===== src/rtl/fft_frame_loader.sv =====
// Serial-to-parallel frame loader for the fft block.
// Bit-reversed writes into two ping-pong banks.
module fft_frame_loader #(
  parameter int N     = 16,
  parameter int W     = 16,
  parameter int LOG2N = 4
) (
  input  logic         clk,
  input  logic         rst,
  input  logic         in_valid,
  output logic         in_ready,
  input  logic [W-1:0] in_real,
  input  logic [W-1:0] in_im,
  input  logic         in_last,
  output logic         out_valid,
  input  logic         out_ready,
  output logic [W-1:0] out_real [0:N-1],
  output logic [W-1:0] out_im   [0:N-1],
  output logic         frame_err
);

  logic [W-1:0]     re_q [2][N];
  logic [W-1:0]     im_q [2][N];
  logic [1:0]       full;
  logic             wr_sel;
  logic             rd_sel;
  logic [LOG2N-1:0] cnt;
  logic             err_q;
  logic             acc_in;
  logic             acc_out;
  logic             at_end;

  function automatic logic [LOG2N-1:0] bitrev(
    input logic [LOG2N-1:0] k
  );
    logic [LOG2N-1:0] r;
    r = '0;
    for (int b = 0; b < LOG2N; b++)
      r[b] = k[LOG2N-1-b];
    return r;
  endfunction

  assign in_ready  = !full[wr_sel];
  assign acc_in    = in_valid & in_ready;
  assign out_valid = full[rd_sel];
  assign acc_out   = out_valid & out_ready;
  assign at_end    = (cnt == LOG2N'(N-1));
  assign frame_err = err_q;

  // present the read bank straight from its registers
  always_comb begin
    for (int i = 0; i < N; i++) begin
      out_real[i] = re_q[rd_sel][i];
      out_im[i]   = im_q[rd_sel][i];
    end
  end

  // bank fill, frame bookkeeping and error pulse
  always_ff @(posedge clk or posedge rst) begin
    if (rst) begin
      for (int b = 0; b < 2; b++) begin
        for (int i = 0; i < N; i++) begin
          re_q[b][i] <= '0;
          im_q[b][i] <= '0;
        end
      end
      full   <= '0;
      wr_sel <= 1'b0;
      rd_sel <= 1'b0;
      cnt    <= '0;
      err_q  <= 1'b0;
    end else begin
      err_q <= 1'b0;
      if (acc_out) begin
        full[rd_sel] <= 1'b0;
        rd_sel       <= !rd_sel;
      end
      if (acc_in) begin
        re_q[wr_sel][bitrev(cnt)] <= in_real;
        im_q[wr_sel][bitrev(cnt)] <= in_im;
        if (at_end) begin
          full[wr_sel] <= 1'b1;
          wr_sel       <= !wr_sel;
          cnt          <= '0;
          err_q        <= !in_last;
        end else if (in_last) begin
          cnt   <= '0;
          err_q <= 1'b1;
        end else begin
          cnt <= cnt + LOG2N'(1);
        end
      end
    end
  end

endmodule


===== config.mk =====
export PLATFORM = sky130hd
export DESIGN_NAME = fft_frame_loader
export DESIGN_NICKNAME = d
export VERILOG_FILES = /design/src/rtl/fft_frame_loader.sv
export SDC_FILE = /design/constraint.sdc
export NUM_CORES = 2
export LEC_CHECK = 0
export ABC_AREA = 1
export CORE_ASPECT_RATIO = 0.7
export CORE_UTILIZATION = 60
export DETAILED_ROUTE_END_ITERATION = 7
export GPL_TIMING_DRIVEN = 0
export PLACE_DENSITY = 0.89
export RECOVER_POWER = 100
export SLEW_MARGIN = 20
export SYNTH_ARGS = -nofsm -noshare
export SYNTH_HDL_FRONTEND = slang
export SYNTH_SLANG_ARGS = --single-unit

===== constraint.sdc =====
create_clock -name clk -period 67.1 [get_ports clk]
set_input_delay 6.71 -clock clk [delete_from_list [all_inputs] [get_ports clk]]
set_output_delay 6.71 -clock clk [all_outputs]
set_load 0.02 [all_outputs]

**Yosys cells after proc, flatten, opt, wreduce, memory -nomap -nowiden**

Index checks and enable logic that the tools add are counted.

- Reductions and logical operators: 9
- Eq/ne operators: 1
- Add/sub/neg operators: 1
- Magnitude comparators: 9
- Bitwise logic cells: 8
- Mux-type cells: 28

Operators with widths:

| kind | number |
|---|---|
| 256-bit two-way mux | 7 |
| 512-bit bitwise mux | 2 |
| 256-bit demux with 1-bit select | 1 |
| 16-bit demux with 4-bit select | 1 |
| 16-bit two-way mux | 1 |
| 1-bit two-way mux | 9 |
| 4-bit two-way mux | 2 |
| 2-bit two-way mux | 3 |
| 5-bit >= comparator, second input constant | 1 |
| 5-bit by 1-bit less-than comparator with 1-bit output, second input constant | 1 |
| 4-bit NOT with 5-bit output | 1 |
| 4-bit by 1-bit adder with 4-bit output, second input constant | 1 |
| 4-bit == test, second input constant | 1 |
| 2-bit >= comparator, second input constant | 2 |
| 1-bit logical AND | 4 |
| 1-bit logical NOT | 4 |
| 1-bit by 2-bit less-than comparator with 1-bit output, second input constant | 2 |
| 1-bit NOT with 2-bit output | 2 |
| 1-bit AND | 2 |
| 2-bit AND | 1 |
| 1-bit demux with 1-bit select | 2 |
| 1-bit >= comparator, second input constant | 2 |
| 2-bit by 1-bit less-than comparator with 1-bit output, second input constant | 1 |
| 2-bit NOT | 1 |
| other kinds (2) | 2 |

- Output and inout port bits: 515
- Flip-flop bits (word level): 1033

**Logic depth before layout (Yosys ltp)**

- Word-level depth: 10
- Gate-level depth with buffers: 11
- Depth with buffers taken out: 8

**Least setup slack after synthesis**

No wires, ideal clock.

- Kind: register -> output
- Start: reg rd_sel
- End: out out_im[53] (netlist bit)
- Data required time: 60.390 ns
- Arrival time: 1.479 ns
- Cell stages (with the launch flop): 8
- Path buffers: 4
- Slack: 58.911 ns
- Path through: dfrtp_1 -> buf_2 -> inv_2 -> buf_2 -> clkbuf_1 -> clkbuf_1 -> nand2_1 -> nand2_1

RTL lines:

| what | RTL line | RTL |
|---|---|---|
| start: declaration | 26 | `logic rd_sel;` |
| start signal: assignment | 76 | `rd_sel <= !rd_sel;` |
| end: declaration | 18 | `output logic [W-1:0] out_im [0:N-1],` |

==> flow_metrics.tcl <==
set metrics [dict create \
    ys_top_cells_by_area "dfrtp_1 (57%), nand2_1 (19%), o21ai_0 (12%), inv_1 (4.4%), clkbuf_1 (2.0%)" \
    synth_top_area_share_pct 57.1 \
    synth_flop_cell "dfrtp_1" \
    grt_max_degree 110 \
    ir_drop_uv 32.5 \
    via_per_inst 6.18 \
    grt_pass1_wl_um 264000 \
    antenna_found_initial 15 \
    power_frac_seq_pct 33.2 \
    clock-sinks 1033 \
    area_growth_pct 20.3 \
    worst-slew-pin-transition_ps 5640 \
    switching_share_pct 42.3 \
    setup_tns_ps 0 \
    synth_edf_count 0 \
    clock_power_share_pct 22.4 \
    synth-simple-area-share_pct 20.1 \
    hold_end "im_q[16]" \
    worstSetupPathType "in2async" \
    worstSetupEndpointType "async pin" \
    powerDensity_nw_per_um2 45.7 \
    finalCoreUtilization_pct 73.7 \
    first_iter_violations 7541 \
    synth_top_family_by_area "simple AND/OR/NAND/NOR gates" \
    wire_per_inst_um 24.6 \
    syn_inst 5617 \
    synth-seq-cells 1033 \
    dr.pass1.iters 7 \
    hold_start "im_q[16]" \
    synth_area_per_cell_um2 8.06 \
    vias 45112 \
    switchingPower_mw 1.05 \
    power_leakage_nw 27.5 \
    synth_common_cells "nand2_1 (2276), o21ai_0 (1119), dfrtp_1 (1033), inv_1 (526), clkbuf_1 (242)" \
    clk_pin_slew_ps 60 \
    hp-class "reg2reg" \
    r2r_cells 11 \
    post_cts_buffers 0 \
    fillers 5350 \
    async_flop_share_pct 100 \
    grtUsageTotal_pct 46.6 \
    finClkSkew_ps 23.0 \
    synth_fa_ha_area_share_pct 0.111 \
    pin_count 552 \
    p_total_mw 2.49 \
    fin_crit_ps 24490 \
    crit_required_ps 66530 \
    dieArea_um2 76600 \
    postCtsHoldBufs 0 \
    ant_nets 0 \
    comb_power_share_pct 44.5 \
    htreeDepth 3 \
    yosys.area_share.xor_xnor_pct 0.0387 \
    clk_latency_ps 680 \
    maxCapViolations 10 \
    hold_violations 0 \
    status "finished with violations" \
    setup.worst_path.start "rst" \
    cts_buffers 95 \
    reg2reg_to "im_q[91]" \
    synth_seq_area_share_pct 57.1 \
    max_freq_ghz 0.0408 \
    nets 6284 \
    rows 83 \
    arrival_ps 23920 \
    yosysMostFrequentCell "nand2_1" \
    place_congestion 0.982 \
    r2r_slack_ps 63340 \
    dp_hpwl_um 126000 \
    path_max_fanout 109 \
    violations "max-capacitance violations, max-slew violations" \
    synth_compound_area_share_pct 13.9 \
    chipWidth_um 330 \
    initial_utilization_pct 61.2 \
    power.internal_mw 1.43 \
    slew_viol_final 1024 \
    reg2reg_from "wr_sel" \
    hold_depth 2 \
    crit_path_start_kind "input port" \
    drcViolationCount 0 \
    syn_area_um2 45300 \
    cts_resized 0 \
    grt_pass1_vias 43312 \
    root_buffer "clkbuf_16" \
    rsz0062_at_grt "no" \
    core_um2 73900 \
    clockBufferDepth 3 \
    yosys.area.top_type "dfrtp_1" \
    yosys-mux-area-fraction_pct 0 \
    seqCellArea_um2 25800 \
    die_height_um 232 \
    setup_violations 0 \
    layout-drive-gt1-share_pct 3.59 \
    min_period_over_period_pct 36.5 \
    yosysWarningCount 0 \
    gr-total-overflow 0 \
    synth_nets 5658 \
    multi_input_area_um2 15300 \
    io_buffers 519 \
    wl_um 179000 \
    synth.distinct_cells 25 \
    maxSlewHeadroom_pct -276 \
    cts_tree "yes" \
]
==> kinds of logic (layout without fill, tap and decap cells) <==
family	Yosys count	after routing
AOI/OAI and AO/OA	1259	1259
DFF	1033	1033
xor gates and xnor gates	2	2
buffers and inverters	971	1670
adders and majority gates	4	4
and+or+nand+nor	2348	2348
other	0	7
==> stage by stage <==
step / hold WS [ps] / setup slack (ps) / instances / cell area [um2]
finish: 472 / 42610 / 7300 / 54500
floorplan: 442 / 31320 / 5617 / 45300
global route: 487 / 39610 / 7296 / 54500
global placement: 453 / 20120 / 7113 / 51700
CTS: 473 / 56360 / 7293 / 55100
detailed placement: 458 / 57090 / 7123 / 52000
==> critical path, cell delays in order <==
cell	delay (ps)
dlygate4sd3_1	550
clkinvlp_2	740
clkbuf_1	3370
clkbuf_1	4010
clkbuf_1	4050
clkbuf_1	4180
==> placed cells by master (no fill, tap or decap), types with 14 or more instances in the layout <==
master / n
nand2_1: 2277
o21ai_0: 1244
dfrtp_1: 1033
inv_1: 534
dlygate4sd3_1: 472
clkbuf_1: 396
clkbuf_16: 97
buf_2: 63
clkdlybuf4s50_1: 47
nor2_1: 28
nand3_1: 23
clkbuf_8: 23
clkinv_2: 16
o21ai_1: 14
==> cell type report <==
class	count	share of cell area (%)
diodes	7	0.0322
plain buffers	433	3.17
clock buffers	141	5.18
clock inverters	29	0.505
inverters	538	3.71
multi-input cells	3613	28.1
flip-flops and latches	1033	47.5
well taps	977	2.24
repair buffers	529	9.61
==> power by group through the flow <==
stage	clock network, mW	registers (mW)	logic, mW
global route	0.574	0.836	1.15
global placement	0	0.831	1.12
detailed placement	0	0.830	1.14
finish	0.556	0.826	1.11
CTS	0.548	0.821	1.15
floorplan	0	0.820	0.567
==> sequential cells by signal, indices dropped and copies added (netlist names) <==
name / count
rd_sel: 1
full: 2
wr_sel: 1
im_q: 512
frame_err: 1
re_q: 512
cnt: 4
==> worst max path at each step <==
stage | end | cells past startpoint | slack (ps)
2_1_floorplan | cnt[0] | 1 | 31320
3_3_place_gp | im_q[249] | 2 | 20120
3_5_place_dp | out_im[15] | 7 | 57090
4_1_cts | out_im[15] | 7 | 56360
5_1_grt | im_q[91] | 6 | 39610
6_report | im_q[414] | 6 | 42610
==> layer usage <==
metal	vias up	GRT usage (%)	routed length (um)
met1	21456	61.9	62400
met4	12	27.6	13000
met5	-	0	71
met3	877	20.2	31900
met2	4117	63.3	71900
li1	18650	-	-
(Power assumes the default switching activity.)
